<file path="src/rtl/video_timing_pkg.sv">
// Shared video timing constants (1080p60) and colour-bar palette, used by
// both the TX timing generator and the HDMI input path.
package video_timing_pkg;

  localparam logic [11:0] VT_H_TOTAL   = 12'd2200;
  localparam logic [11:0] VT_H_SYNC    = 12'd44;
  localparam logic [11:0] VT_H_BP      = 12'd148;
  localparam logic [11:0] VT_H_ACT     = 12'd1920;
  localparam logic [11:0] VT_V_TOTAL   = 12'd1125;
  localparam logic [11:0] VT_V_SYNC    = 12'd5;
  localparam logic [11:0] VT_V_BP      = 12'd36;
  localparam logic [11:0] VT_V_ACT     = 12'd1080;
  localparam logic [11:0] VT_HV_OFFSET = 12'd0;

  typedef struct packed {
    logic [7:0] r;
    logic [7:0] g;
    logic [7:0] b;
  } rgb_t;

  typedef enum logic [2:0] {
    BAR_WHITE,
    BAR_YELLOW,
    BAR_CYAN,
    BAR_GREEN,
    BAR_MAGENTA,
    BAR_RED,
    BAR_BLUE,
    BAR_BLACK
  } bar_e;

  function automatic rgb_t bar_color(input bar_e bar);
    rgb_t c;
    c = '0;
    case (bar)
      BAR_WHITE:   c = '{r: 8'hFF, g: 8'hFF, b: 8'hFF};
      BAR_YELLOW:  c = '{r: 8'hFF, g: 8'hFF, b: 8'h00};
      BAR_CYAN:    c = '{r: 8'h00, g: 8'hFF, b: 8'hFF};
      BAR_GREEN:   c = '{r: 8'h00, g: 8'hFF, b: 8'h00};
      BAR_MAGENTA: c = '{r: 8'hFF, g: 8'h00, b: 8'hFF};
      BAR_RED:     c = '{r: 8'hFF, g: 8'h00, b: 8'h00};
      BAR_BLUE:    c = '{r: 8'h00, g: 8'h00, b: 8'hFF};
      default:     c = '0;
    endcase
    return c;
  endfunction

endpackage

</file>
<file path="src/rtl/video_timing_gen_color_bar_gen.sv">
// Eight vertical colour bars; the bar index advances by counting pixels
// within the current bar, so no divider is needed.
module color_bar_gen
  import video_timing_pkg::*;
#(
  parameter logic [11:0] SEG_LEN = VT_H_ACT >> 3
) (
  input  logic        pix_clk,
  input  logic        rst,
  input  logic [11:0] x_act,
  input  logic        pix_req,
  output logic [23:0] rgb
);

  bar_e        idx;
  bar_e        idx_next;
  logic [11:0] cnt;
  logic [11:0] cnt_next;

  always_comb begin
    idx_next = idx;
    cnt_next = cnt + 12'd1;
    if (x_act == '0) begin
      idx_next = BAR_WHITE;
      cnt_next = 12'd1;
    end else if (cnt == SEG_LEN) begin
      idx_next = (idx == BAR_BLACK) ? BAR_BLACK : bar_e'(idx + 3'd1);
      cnt_next = 12'd1;
    end
  end

  // rgb is registered so it lines up with de_out one cycle after the request
  always_ff @(posedge pix_clk) begin
    if (rst) begin
      idx <= BAR_WHITE;
      cnt <= '0;
      rgb <= '0;
    end else begin
      rgb <= '0;
      if (pix_req) begin
        idx <= idx_next;
        cnt <= cnt_next;
        rgb <= bar_color(idx_next);
      end
    end
  end

endmodule

</file>
<file path="src/rtl/video_timing_gen.sv">
// Video timing generator: raw h/v timing, a request stage for upstream pixel
// fetch, and an output stage aligned with the returned pixel data.
module video_timing_gen
  import video_timing_pkg::*;
#(
  parameter logic [11:0] H_TOTAL   = VT_H_TOTAL,
  parameter logic [11:0] H_SYNC    = VT_H_SYNC,
  parameter logic [11:0] H_BP      = VT_H_BP,
  parameter logic [11:0] H_ACT     = VT_H_ACT,
  parameter logic [11:0] V_TOTAL   = VT_V_TOTAL,
  parameter logic [11:0] V_SYNC    = VT_V_SYNC,
  parameter logic [11:0] V_BP      = VT_V_BP,
  parameter logic [11:0] V_ACT     = VT_V_ACT,
  parameter logic [11:0] HV_OFFSET = VT_HV_OFFSET
) (
  input  logic        pix_clk,
  input  logic        rst,
  input  logic        en,
  input  logic        pattern_en,
  output logic        pix_req,
  output logic [11:0] x_act,
  output logic [11:0] y_act,
  input  logic [7:0]  r_in,
  input  logic [7:0]  g_in,
  input  logic [7:0]  b_in,
  output logic        vs_out,
  output logic        hs_out,
  output logic        de_out,
  output logic [7:0]  r_out,
  output logic [7:0]  g_out,
  output logic [7:0]  b_out,
  output logic        frame_start
);

  localparam logic [11:0] H_START = H_SYNC + H_BP;
  localparam logic [11:0] H_END   = H_START + H_ACT;
  localparam logic [11:0] V_START = V_SYNC + V_BP;
  localparam logic [11:0] V_END   = V_START + V_ACT;

  logic        clr;
  logic [11:0] h_cnt;
  logic [11:0] v_cnt;
  logic        hs_raw;
  logic        vs_raw;
  logic        de_raw;
  logic        hs_s1;
  logic        vs_s1;
  logic        pattern_q;
  logic [23:0] bar_rgb;

  assign clr = rst | ~en;

  always_ff @(posedge pix_clk) begin
    if (clr) begin
      h_cnt <= '0;
      v_cnt <= '0;
    end else if (h_cnt == H_TOTAL - 12'd1) begin
      h_cnt <= '0;
      v_cnt <= (v_cnt == V_TOTAL - 12'd1) ? '0 : v_cnt + 12'd1;
    end else begin
      h_cnt <= h_cnt + 12'd1;
    end
  end

  // vs expressed as a level: set at (0, HV_OFFSET), cleared at (V_SYNC, HV_OFFSET)
  always_comb begin
    hs_raw = (h_cnt < H_SYNC);
    de_raw = (h_cnt >= H_START) && (h_cnt < H_END) &&
             (v_cnt >= V_START) && (v_cnt < V_END);
    vs_raw = ((v_cnt == '0) && (h_cnt >= HV_OFFSET)) ||
             ((v_cnt != '0) && (v_cnt < V_SYNC)) ||
             ((v_cnt == V_SYNC) && (h_cnt < HV_OFFSET));
  end

  always_ff @(posedge pix_clk) begin
    if (clr) begin
      pix_req <= 1'b0;
      x_act   <= '0;
      y_act   <= '0;
      hs_s1   <= 1'b0;
      vs_s1   <= 1'b0;
    end else begin
      pix_req <= de_raw;
      x_act   <= de_raw ? h_cnt - H_START : '0;
      y_act   <= de_raw ? v_cnt - V_START : '0;
      hs_s1   <= hs_raw;
      vs_s1   <= vs_raw;
    end
  end

  always_ff @(posedge pix_clk) begin
    if (clr) begin
      hs_out      <= 1'b0;
      vs_out      <= 1'b0;
      de_out      <= 1'b0;
      pattern_q   <= 1'b0;
      frame_start <= 1'b0;
    end else begin
      hs_out      <= hs_s1;
      vs_out      <= vs_s1;
      de_out      <= pix_req;
      pattern_q   <= pattern_en;
      frame_start <= pix_req && (x_act == '0) && (y_act == '0);
    end
  end

  color_bar_gen #(
    .SEG_LEN (H_ACT >> 3)
  ) u_color_bar_gen (
    .pix_clk (pix_clk),
    .rst     (clr),
    .x_act   (x_act),
    .pix_req (pix_req),
    .rgb     (bar_rgb)
  );

  // upstream data arrives in the de_out cycle, so it is muxed straight through
  always_comb begin
    {r_out, g_out, b_out} = '0;
    if (de_out) begin
      {r_out, g_out, b_out} = pattern_q ? bar_rgb : {r_in, g_in, b_in};
    end
  end

endmodule

</file>
<file path="config.mk">
export PLATFORM = sky130hd
export DESIGN_NAME = video_timing_gen
export DESIGN_NICKNAME = d
export VERILOG_FILES = /design/src/rtl/video_timing_pkg.sv /design/src/rtl/video_timing_gen_color_bar_gen.sv /design/src/rtl/video_timing_gen.sv
export SDC_FILE = /design/constraint.sdc
export NUM_CORES = 1
export LEC_CHECK = 0
export CORE_UTILIZATION = 29
export CTS_CLUSTER_DIAMETER = 120
export DETAILED_ROUTE_END_ITERATION = 7
export HOLD_SLACK_MARGIN = 0.02
export PLACE_DENSITY = 0.48
export SLEW_MARGIN = 10
export SYNTH_ARGS = -nofsm -noshare
export SYNTH_HDL_FRONTEND = slang
export SYNTH_HIERARCHICAL = 1
export SYNTH_SLANG_ARGS = --single-unit
</file>
<file path="constraint.sdc">
create_clock -name pix_clk -period 2.1 [get_ports pix_clk]
set_input_delay 0.42 -clock pix_clk [delete_from_list [all_inputs] [get_ports pix_clk]]
set_output_delay 0.42 -clock pix_clk [all_outputs]
set_load 0.05 [all_outputs]
</file>
* Yosys cells after proc, flatten, opt, wreduce, memory -nomap -nowiden
Cells that the tools add are included.
** Cells by class
- Add/subtract/negate cells :: 6
- $mul :: 0
- Divide/modulo/power cells :: 0
- $lt $le $gt $ge :: 8
- Eq/ne operators :: 11
- Shift operators :: 0
- Multiplexer cells :: 11
- Bitwise logic cells :: 4
- Reduce and logical (&&, ||, !) cells :: 18
** Operators by type and width (number)
- 24-bit case mux with 7 select lines :: 1
- 12-bit by 1-bit adder with 12-bit output (second input constant) :: 3
- 12-bit logical NOT :: 3
- 12-bit 2-to-1 mux :: 3
- 24-bit 2-to-1 mux :: 1
- 8-bit 2-to-1 mux :: 3
- 12-bit by 11-bit == test with 1-bit output (second input constant) :: 1
- 12-bit == test (second input constant) :: 1
- 12-bit by 3-bit == test with 1-bit output (second input constant) :: 1
- 12-bit by 8-bit == test with 1-bit output (second input constant) :: 1
- 3-bit == test (second input constant) :: 4
- 12-bit by 1-bit >= comparator with 1-bit output (second input constant) :: 1
- 12-bit by 6-bit >= comparator with 1-bit output (second input constant) :: 1
- 12-bit by 8-bit >= comparator with 1-bit output (second input constant) :: 1
- 12-bit by 1-bit less-than comparator with 1-bit output (second input constant) :: 1
- 12-bit by 11-bit less-than comparator with 1-bit output (second input constant) :: 1
- 12-bit less-than comparator (second input constant) :: 1
- 12-bit by 3-bit less-than comparator with 1-bit output (second input constant) :: 1
- 12-bit by 6-bit less-than comparator with 1-bit output (second input constant) :: 1
- 12-bit nonzero test :: 1
- 12-bit by 6-bit subtractor with 12-bit output (second input constant) :: 1
- 12-bit by 8-bit subtractor with 12-bit output (second input constant) :: 1
- 3-bit 2-to-1 mux :: 3
- 1-bit logical AND :: 8
- 8 further kinds :: 14
** Word-level totals
- Register bits :: 95
- Bits in latches :: 0
- Memory bits (writable) :: 0
- Memory bits (read-only) :: 0
- Bits of input ports :: 28
- Output and inout bits :: 53
- Word-level logic and storage cells :: 73
- Memories kept :: 0

* Logic depth before layout (Yosys ltp)
Gate-level depths: netlist of run 1.
- Depth in word-level cells :: 6
- Mapped depth :: 8
- Mapped depth without buffers :: 7

* Modules after synthesis
Netlist of run 1, hierarchy kept.
** By module, submodules not included
- video_timing_gen :: times used 1, cells each 317, area an instance 2895.3 µm², seq. area each 1121.1 µm²
- color_bar_gen :: times used 1, cells each 137, area an instance 1124.8 µm², seq. area each 360.3 µm²

* Least setup slack after synthesis of run 1
OpenSTA, ideal clock, no wires.
- Path type :: reg2out
- Start :: register pattern_q
- End :: output port g_out[4]
- Arrival time :: 1872 ps
- Setup slack :: -192 ps
- Stages on the path, launching flop included :: 5
- Path through :: dfxtp_1 > clkbuf_1 > buf_1 > mux2i_1 > nor2b_1
** Between the ends
- Cells in the longest elaborated chain, start to end :: 2
** RTL lines
- start, declared :: RTL line video_timing_gen.sv:48 : logic pattern_q;
- start signal, assigned :: RTL line video_timing_gen.sv:102 : pattern_q <= pattern_en;
- 24-bit 2-to-1 mux :: RTL line video_timing_gen.sv:121 : {r_out, g_out, b_out} = pattern_q ? bar_rgb : {r_in, g_in, b_in};
- 8-bit 2-to-1 mux :: RTL line video_timing_gen.sv:120 : if (de_out) begin
- end, declared :: RTL line video_timing_gen.sv:30 : output logic [7:0] g_out,
No other way between the ends.

* Worst setup path after layout of run 1
- Start :: register x_act[1]
- End :: output port x_act[1]
** RTL lines
- start, declared :: RTL line video_timing_gen.sv:21 : output logic [11:0] x_act,
- start signal, assigned :: RTL line video_timing_gen.sv:84 : x_act <= de_raw ? h_cnt - H_START : '0;
No word-level cell between the ends.

==> flow_summary.json, run 1 <==
{
  "yosys.area_share.simple_pct": 26.8,
  "routed_wl_um": 9800,
  "r2r-start": "h_cnt[1]$_SDFF_PP0_",
  "synth-async-reset-ratio_pct": 0,
  "multi_input_area_sq_um": 2160,
  "grt_setup_unrepaired": "false",
  "holdPathEnd": "vs_out$_SDFF_PP0_",
  "synth.area.mux_share_pct": 6.47,
  "synth.net_count": 495,
  "worst_slew_pin_slew_ps": 587,
  "synth-compound-area-share_pct": 9.77,
  "cts_tree": "done",
  "cpPeakStageDelay_ps": 840,
  "grt_pass1_wl_um": 16200,
  "gr-total-overflow": 0,
  "dpl.hpwl_um": 7510,
  "initialDrtViolationCount": 92,
  "post-route-period-util_pct": 96.1,
  "ys_warn_count": 6,
  "ant_nets": 0,
  "postCtsHoldBufs": 0,
  "clock_latency_ps": 330,
  "yosysSeqAreaShare_pct": 36.9,
  "synth_cells": 454,
  "wl_per_cell_um": 13.9,
  "path_cells": "clkdlybuf4s50_1",
  "synth_edf_count": 0,
  "grt_antenna_before_repair": 0,
  "final_common_cell": "dfxtp_1",
  "synth_xor_area_share_pct": 5.88,
  "synth_top_family_by_area": "simple AND/OR/NAND/NOR gates",
  "period_needed_ps": 2020,
  "cp.required_ps": 1680,
  "slew_headroom_pct": 60.5,
  "area_growth_pct": 35.6,
  "power_density_nw_per_um2": 544,
  "die_h_um": 120,
  "num_rows": 42,
  "finalClockSkew_ps": 6.47,
  "drv_slew": 0,
  "max-vdd-ir-drop_mv": 0.301,
  "crit_fanout": 3,
  "final_cells": 705,
  "firstDrtPassIters": 4,
  "synthAdderAreaFrac_pct": 4.05,
  "core_area_sq_um": 13400,
  "finalSetupViolations": 0,
  "reg2regPathDepth": 6,
  "final_nets": 565,
  "avgSynthCellArea_sq_um": 8.85,
  "tns_ps": 0,
  "htreeDepth": 3,
  "r2r-end": "v_cnt[2]$_SDFFE_PP0P_",
  "cp-start-kind": "register",
  "drt_drc_violations_left": 0,
  "holdWs_ps": 427,
  "power_mw": 2.97,
  "path_buf_inv": 1,
  "die_x_um": 120,
  "portBuffers": 80,
  "hold_class": "register to register",
  "gp_congestion": 0.739,
  "synthesis.area_sq_um": 4020,
  "finalHoldViolCount": 0,
  "power.leakage_nw": 2.05,
  "end_kind": "output pin",
  "cts-resized-gates": 0,
  "antenna_cells": 0,
  "cts_buffers": 9,
  "post_cts_buffers": 0,
  "clockBufferDepth": 2,
  "hp-start": "vs_s1$_SDFF_PP0_",
  "cts-root-buf": "clkbuf_16",
  "post_route_cells_drive_above_1_share_pct": 17.6,
  "initial_utilization_pct": 30.0,
  "via_per_inst": 4.73,
  "nFillCells": 1331,
  "cp_top_family": "buffers and inverters",
  "worst_path_max_delay_cell": "clkdlybuf4s50_1",
  "maxCapViolations": 0,
  "numPlacedInstances": 689,
  "ys_ff_latch": 74,
  "vias": 3338,
  "cts.sinks": 74,
  "grt_pass1_vias": 3237,
  "cp.arrival_ps": 1600,
  "max_clock_freq_mhz": 496,
  "min_path_cells": 1,
  "ioPinCount": 81,
  "layout_common_cells": "dfxtp_1 (74), clkdlybuf4s50_1 (54), nor2_1 (44)",
  "seq_area_sq_um": 1480,
  "path_clk_slew_ps": 60,
  "ff2ff_setup_slack_ps": 250,
  "die_area_sq_um": 14300,
  "grt_usage_pct": 14.3,
  "critical_path_class": "register to output pin",
  "synth-main-ff-cell": "dfxtp_1",
  "grt_max_degree": 26,
  "status": "finished clean",
  "synthDistinctLibCells": 62
}
## report_power, final
part / internal (mW) / switching (mW)
sequential: 1.41 / 0.00210
clock: 0.809 / 0.609
combinational: 0.0809 / 0.0553
## sequential cells by signal (all words and copies together), names as in the netlist
| register | cells |
|---|---|
| y_act | 12 |
| de_out | 1 |
| u_color_bar_gen/cnt | 12 |
| x_act | 12 |
| frame_start | 1 |
| v_cnt | 12 |
| u_color_bar_gen/rgb | 3 |
| vs_out | 1 |
| pix_req | 1 |
| vs_s1 | 1 |
| pattern_q | 1 |
| u_color_bar_gen/idx | 3 |
| hs_out | 1 |
| hs_s1 | 1 |
| h_cnt | 12 |
## cell usage after synthesis, drive strengths merged (4+ instances only)
master | count | area [sq um]
o21ai | 12 | 71.3
and2 | 8 | 50.1
dfxtp | 74 | 1480
inv | 18 | 67.6
and3 | 13 | 88.8
nand3 | 18 | 90.1
or4 | 4 | 33.8
and4 | 5 | 46.3
nor2b | 30 | 188
mux2i | 26 | 260
a31oi | 6 | 37.5
o211ai | 4 | 30.0
xnor2 | 14 | 123
nor2 | 45 | 171
buf | 31 | 245
clkbuf | 14 | 62.6
ha | 13 | 163
nand2 | 16 | 60.1
xor2 | 13 | 114
or3 | 4 | 31.3
nor3 | 14 | 75.1
nand4 | 12 | 75.1
a21oi | 14 | 73.8
nor4 | 11 | 68.8
## area by class of cell
cell class / count / area share, %
multi-input cells: 316 / 39.5
flip-flops and latches: 74 / 27.2
repair buffers: 105 / 22.9
clock buffers: 9 / 4.13
well taps: 176 / 4.04
inverters: 18 / 1.24
clock inverters: 7 / 0.964
## how the worst max path moves through the flow
stage | startpoint | endpoint | slack, ps | depth (start not counted)
floorplan | de_out$_SDFF_PP0_ | b_out[1] | 20 | 2
global placement | en | v_cnt[3]$_SDFFE_PP0P_ | 180 | 6
detailed placement | en | v_cnt[3]$_SDFFE_PP0P_ | 120 | 6
CTS | x_act[1]$_SDFF_PP0_ | x_act[1] | 30 | 1
global route | x_act[1]$_SDFF_PP0_ | x_act[1] | 20 | 1
finish | x_act[1]$_SDFF_PP0_ | x_act[1] | 80 | 1
## kinds of logic after synthesis
| kind of cell | after synthesis |
|---|---|
| xor gates and xnor gates | 27 |
| buffers and inverters | 64 |
| muxes | 26 |
| and+or+nand+nor | 193 |
| adders and majority gates | 13 |
| DFF | 74 |
| AOI/OAI and AO/OA | 57 |
## metal layers
metal / wire length, um / track usage (%) / vias up
met1: 4530 / 17.5 / 1551
met2: 4860 / 24.6 / 80
met5: 0 / 0 / -
met3: 363 / 2.71 / 2
li1: - / - / 1705
met4: 51 / 5.39 / 0
## per-stage QoR
stage | area [sq um] | worst slack [ps] | utilization [%]
global route | 5450 | 17.8 | 40.7
CTS | 5450 | 33.1 | 40.7
finish | 5450 | 82.7 | 40.7
floorplan | 4050 | 20.0 | -
detailed placement | 5170 | 125 | 38.6
global placement | 5170 | 177 | 38.6
(Power assumes the default switching activity.)
==> inputs of run 2 (changes only) <==
- GPL_TIMING_DRIVEN: unset -> 0
==> flow_summary.json, run 2 (synthesis gave the netlist of run 1 again) <==
{
  "ff2ff_setup_slack_ps": 140,
  "post_route_cells_drive_above_1_share_pct": 19.5,
  "holdWs_ps": 432,
  "setup_ws_ps": 69.6,
  "ioPinCount": 81,
  "r2r-start": "u_color_bar_gen/cnt[0]$_SDFFE_PP0P_",
  "grt_antenna_before_repair": 0,
  "clockBufferDepth": 2,
  "r2r-end": "u_color_bar_gen/idx[1]$_SDFFE_PP0P_",
  "path_cells": "clkdlybuf4s50_1",
  "maxCapViolations": 0,
  "power.leakage_nw": 2.07,
  "cp-start-kind": "register",
  "gp_congestion": 0.742,
  "grt_pass1_wl_um": 16400,
  "cts.sinks": 74,
  "via_per_inst": 4.75,
  "grt_setup_unrepaired": "true",
  "post-route-period-util_pct": 96.7,
  "tns_ps": 0,
  "critPathLaunch": "x_act[1]$_SDFF_PP0_",
  "max-vdd-ir-drop_mv": 0.367,
  "drt_drc_violations_left": 0,
  "final_nets": 585,
  "grt_usage_pct": 14.7,
  "setup.worst_path.end": "x_act[1]",
  "cts_tree": "done",
  "hold_class": "register to register",
  "firstDrtPassIters": 4,
  "dpl.hpwl_um": 7650,
  "grt_pass1_vias": 3187,
  "cts_buffers": 9,
  "finalSetupViolations": 0,
  "worst_path_max_delay_cell": "clkdlybuf4s50_1",
  "cp.depth": 1,
  "antenna_cells": 0,
  "cts-resized-gates": 79,
  "portBuffers": 80,
  "cp.required_ps": 1680,
  "layout_common_cells": "dfxtp_1 (73), clkdlybuf4s50_1 (55), nor2_1 (44)",
  "clock_latency_ps": 340,
  "postCtsHoldBufs": 0,
  "power_mw": 3.12,
  "die_x_um": 120,
  "final_common_cell": "dfxtp_1",
  "post_cts_buffers": 0,
  "routed_wl_um": 10200,
  "num_rows": 42,
  "crit_fanout": 3,
  "cpPeakStageDelay_ps": 840,
  "power_density_nw_per_um2": 576,
  "die_h_um": 120,
  "end_kind": "output pin",
  "finalHoldViolCount": 0,
  "dpl_worst_slack_ps": -665,
  "path_clk_slew_ps": 60,
  "period_needed_ps": 2030,
  "path_buf_inv": 1,
  "initial_utilization_pct": 30.0,
  "drv_slew": 0,
  "cts-root-buf": "clkbuf_16",
  "die_area_sq_um": 14300,
  "status": "finished clean",
  "grt_max_degree": 14,
  "cp.arrival_ps": 1610,
  "wl_per_cell_um": 14.1,
  "slew_headroom_pct": 61.1,
  "nFillCells": 1341,
  "vias": 3442,
  "area_growth_pct": 34.6,
  "finalClockSkew_ps": 11.3,
  "ant_nets": 0,
  "worst_slew_pin_slew_ps": 578,
  "initialDrtViolationCount": 164,
  "core_area_sq_um": 13400,
  "max_clock_freq_mhz": 493,
  "critical_path_class": "register to output pin",
  "cp_top_family": "buffers and inverters",
  "reg2regPathDepth": 6,
  "gr-total-overflow": 0,
  "htreeDepth": 3,
  "final_util_pct": 40.4
}
==> run 2: through the flow <==
stage                     area [sq um]  std cells
final                             5410        725
after global routing              5410        725
after CTS                         5410        725
after detailed placement          5070        710
after global placement            5070        710
after floorplan                   4050        454
==> run 2: layout make-up <==
cell class / instances / area, sq um / area share, %
well taps: 176 / 220 / 4.07
clock buffers: 11 / 243 / 4.49
multi-input cells: 316 / 2170 / 40.2
inverters: 18 / 67.6 / 1.25
clock inverters: 5 / 63.8 / 1.18
repair buffers: 80 / 801 / 14.8
plain buffers: 45 / 359 / 6.64
flip-flops and latches: 74 / 1480 / 27.4
==> run 2: how the worst min path moves through the flow <==
| stage | from | end | slack (ps) | cells past startpoint |
|---|---|---|---|---|
| 2_1_floorplan | hs_s1$_SDFF_PP0_ | hs_out$_SDFF_PP0_ | 410 | 1 |
| 6_report | vs_s1$_SDFF_PP0_ | vs_out$_SDFF_PP0_ | 430 | 1 |
| 3_3_place_gp | vs_s1$_SDFF_PP0_ | vs_out$_SDFF_PP0_ | 420 | 1 |
| 3_5_place_dp | vs_s1$_SDFF_PP0_ | vs_out$_SDFF_PP0_ | 420 | 1 |
| 5_1_grt | hs_s1$_SDFF_PP0_ | hs_out$_SDFF_PP0_ | 460 | 1 |
| 4_1_cts | vs_s1$_SDFF_PP0_ | vs_out$_SDFF_PP0_ | 440 | 1 |
==> run 2: routing by layer <==
| layer | global-route usage, % | up-vias | routed length (um) |
|---|---|---|---|
| met5 | 0 | - | 0 |
| met4 | 7.03 | 0 | 195 |
| met3 | 2.71 | 12 | 453 |
| met2 | 24.7 | 76 | 4860 |
| met1 | 18.0 | 1604 | 4710 |
| li1 | - | 1750 | - |
==> run 2: power breakdown <==
part	switching, mW	total [mW]	internal (mW)	leakage [nW]
combinational	0.0538	0.128	0.0743	1.32
clock	0.615	1.57	0.959	0.146
sequential	0.00488	1.41	1.41	0.597
total	0.673	3.12	2.44	2.07
==> edit, RTL diff (flow settings as in run 2) <==
Register the inputs `en`, `pattern_en`, `r_in`, `g_in` and `b_in` before use, without a reset. The logic sees them one clock later.
--- a/src/rtl/video_timing_gen.sv
+++ b/src/rtl/video_timing_gen.sv
@@ -37,6 +37,20 @@
   localparam logic [11:0] V_START = V_SYNC + V_BP;
   localparam logic [11:0] V_END   = V_START + V_ACT;
 
+  logic en_q;
+  logic pattern_en_q;
+  logic [7:0] r_q;
+  logic [7:0] g_q;
+  logic [7:0] b_q;
+
+  always_ff @(posedge pix_clk) begin
+    en_q         <= en;
+    pattern_en_q <= pattern_en;
+    r_q          <= r_in;
+    g_q          <= g_in;
+    b_q          <= b_in;
+  end
+
   logic        clr;
   logic [11:0] h_cnt;
   logic [11:0] v_cnt;
@@ -48,7 +62,7 @@
   logic        pattern_q;
   logic [23:0] bar_rgb;
 
-  assign clr = rst | ~en;
+  assign clr = rst | ~en_q;
 
   always_ff @(posedge pix_clk) begin
     if (clr) begin
@@ -99,7 +113,7 @@
       hs_out      <= hs_s1;
       vs_out      <= vs_s1;
       de_out      <= pix_req;
-      pattern_q   <= pattern_en;
+      pattern_q   <= pattern_en_q;
       frame_start <= pix_req && (x_act == '0) && (y_act == '0);
     end
   end
@@ -118,7 +132,7 @@
   always_comb begin
     {r_out, g_out, b_out} = '0;
     if (de_out) begin
-      {r_out, g_out, b_out} = pattern_q ? bar_rgb : {r_in, g_in, b_in};
+      {r_out, g_out, b_out} = pattern_q ? bar_rgb : {r_q, g_q, b_q};
     end
   end
 
Function: changed (Yosys sat finds a counterexample within 4 cycles, from zero or initial values).
==> edit against run 2 <==
  * Synthesized area rose by 13%
  * Power rose by 23%
  * Wire length rose by 17%
  * Worst setup slack got worse by 0.036 ns
  * Clock power rose by 13%
  * Global-route usage rose by 0.56 points
  * Sequential cell count rose by 26
  * Design area rose by 18%
  * Non-clock buffer count rose by 18
  * Critical endpoint is now x_act[10]
==> edit: results (changes against run 2) <==
| Metric | Value |
|---|---|
| Status | `complete, no violations` |
| Max-slew headroom | `56.4% (-4.7 points)` |
| Area share of fa/ha/maj cells after synthesis | `3.58% (-0.47 points)` |
| Synth Flop Type | `dfxtp_1` |
| Worst-path maximum fanout | `6 (+3)` |
| Sw frac | `20.7% (-0.87 points)` |
| Mux cell area share after synthesis | `5.95% (-0.53 points)` |
| Setup bufs post-CTS | `8 (+8)` |
| Crit Path Category | `reg2reg` |
| Yosys cell types | `49 (-21%)` |
| Post-Syn Nets | `549 (+11%)` |
| DP HPWL | `8510 um (+11%)` |
| Hold WC Path Type | `reg2reg` |
| Routability cong. | `0.821 (+11%)` |
| 1st-iter DRT viols | `152 (-7.3%)` |
| Global-route wire length before repair | `19,300 um (+18%)` |
| Fraction of layout instances using a drive strength above 1 | `25.4% (+6.0 points)` |
| H-Tree Depth | `3 (unchanged)` |
| Placed cell count | `799 (+13%)` |
| Peak supply drop | `0.000382 V (+4.1%)` |
| Inserted Clock Buffers | `9 (unchanged)` |
| CP delay by family, top | `compound AO/OA/AOI/OAI gates` |
| Leakage | `2.34 nW (+13%)` |
| Residual DRC | `0 (unchanged)` |
| Worst path slowest cell | `or4b_4` |
| Sequential area share after synthesis | `44.0% (+7.2 points)` |
| Non-filler instance count after layout | `824 (+14%)` |
| Area contributors post-synth | `dfxtp_1, mux2i_1, nor2_1, nor2b_1, ha_1` |
| Total global-route track usage | `15.3% (+0.56 points)` |
| Mean Syn Cell Area | `8.95 um^2 (+1.1%)` |
| Max incr delay on CP | `0.48 ns (-0.36 ns)` |
| Commonest cells in the netlist | `dfxtp_1, nor2_1, nor2b_1` |
| Worst R2R Path Depth | `7 (+1)` |
| Fraction of registers with async set/reset | `0% (unchanged)` |
| Number of fill cells in the layout | `1,530 (+14%)` |
| Worst setup path startpoint | `h_cnt[6]` |
| Post-synthesis xor/xnor area fraction | `5.39% (-0.49 points)` |
| Routed wire length | `11,900 um (+17%)` |
| Worst reg2reg setup slack | `0.03 ns (-0.11 ns)` |
| Largest net degree at the start of global routing | `17 (+3)` |
| Clock transition at path regs | `0.07 ns` |
| Post-layout nets | `649 (+11%)` |
| Post-CTS resize count | `109 (+38%)` |
| Number of global-route vias before repair | `3,812 (+20%)` |
| Post-synthesis compound-gate area fraction | `7.46% (-2.3 points)` |
| R2r endpoint | `x_act[10]` |
| Post-DR vias/cell | `4.61 (-2.8%)` |
| Clock skew | `0.00711 ns (-0.00414 ns)` |
| N_diodes | `0 (unchanged)` |
edit: cell count changes in the layout (fill, tap and decap cells not counted), moves of 4 or more:
cell / change
nor4_1: +7
dfxtp_1: +19
nor2b_2: +9
dfxtp_2: +4
buf_4: +13
nor2b_1: -12
edit: metal layers:
metal	GRT usage (%)	routed length, um	part of all wire (%)
met5	0	0	0
met4	4.90	162	1.4
met3	3.56	398	3.3
met2	25.7	5720	48
met1	19.3	5640	47
edit: worst min-delay path by stage:
stage / from / endpoint / slack [ns] / cells past startpoint
finish: pattern_en_q / pattern_q / 0.43 / 1
detailed placement: pattern_en_q / pattern_q / 0.42 / 1
floorplan: hs_s1 / hs_out / 0.41 / 1
CTS: pattern_en_q / pattern_q / 0.43 / 1
global route: pattern_en_q / pattern_q / 0.46 / 1
global placement: vs_s1 / vs_out / 0.42 / 1
edit: power groups by stage:
stage	registers, mW	clock network (mW)	logic, mW
5_1_grt	1.94	1.91	0.136
2_1_floorplan	1.98	0	0.0528
4_1_cts	1.94	1.84	0.126
3_3_place_gp	1.98	0	0.122
6_report	1.94	1.77	0.125
3_5_place_dp	1.98	0	0.123
edit: through the flow:
stage / instance area (um^2) / total power [mW] / setup WS, ns
finish: 6360 / 3.83 / 0.0336
global route: 6360 / 3.99 / -0.0178
CTS: 6230 / 3.91 / 0.00156
detailed placement: 5690 / 2.10 / -0.668
global placement: 5690 / 2.10 / -0.648
floorplan: 4630 / 2.03 / 0.00931
edit: cell type report:
class	instances	area (um^2)	share of cell area, %
plain buffers	48	344	5.41
clock buffers	9	225	3.54
clock inverters	7	91.3	1.44
inverters	19	73.8	1.16
multi-input cells	335	2430	38.1
flip-flops and latches	100	2020	31.7
well taps	211	264	4.15
repair buffers	95	918	14.4
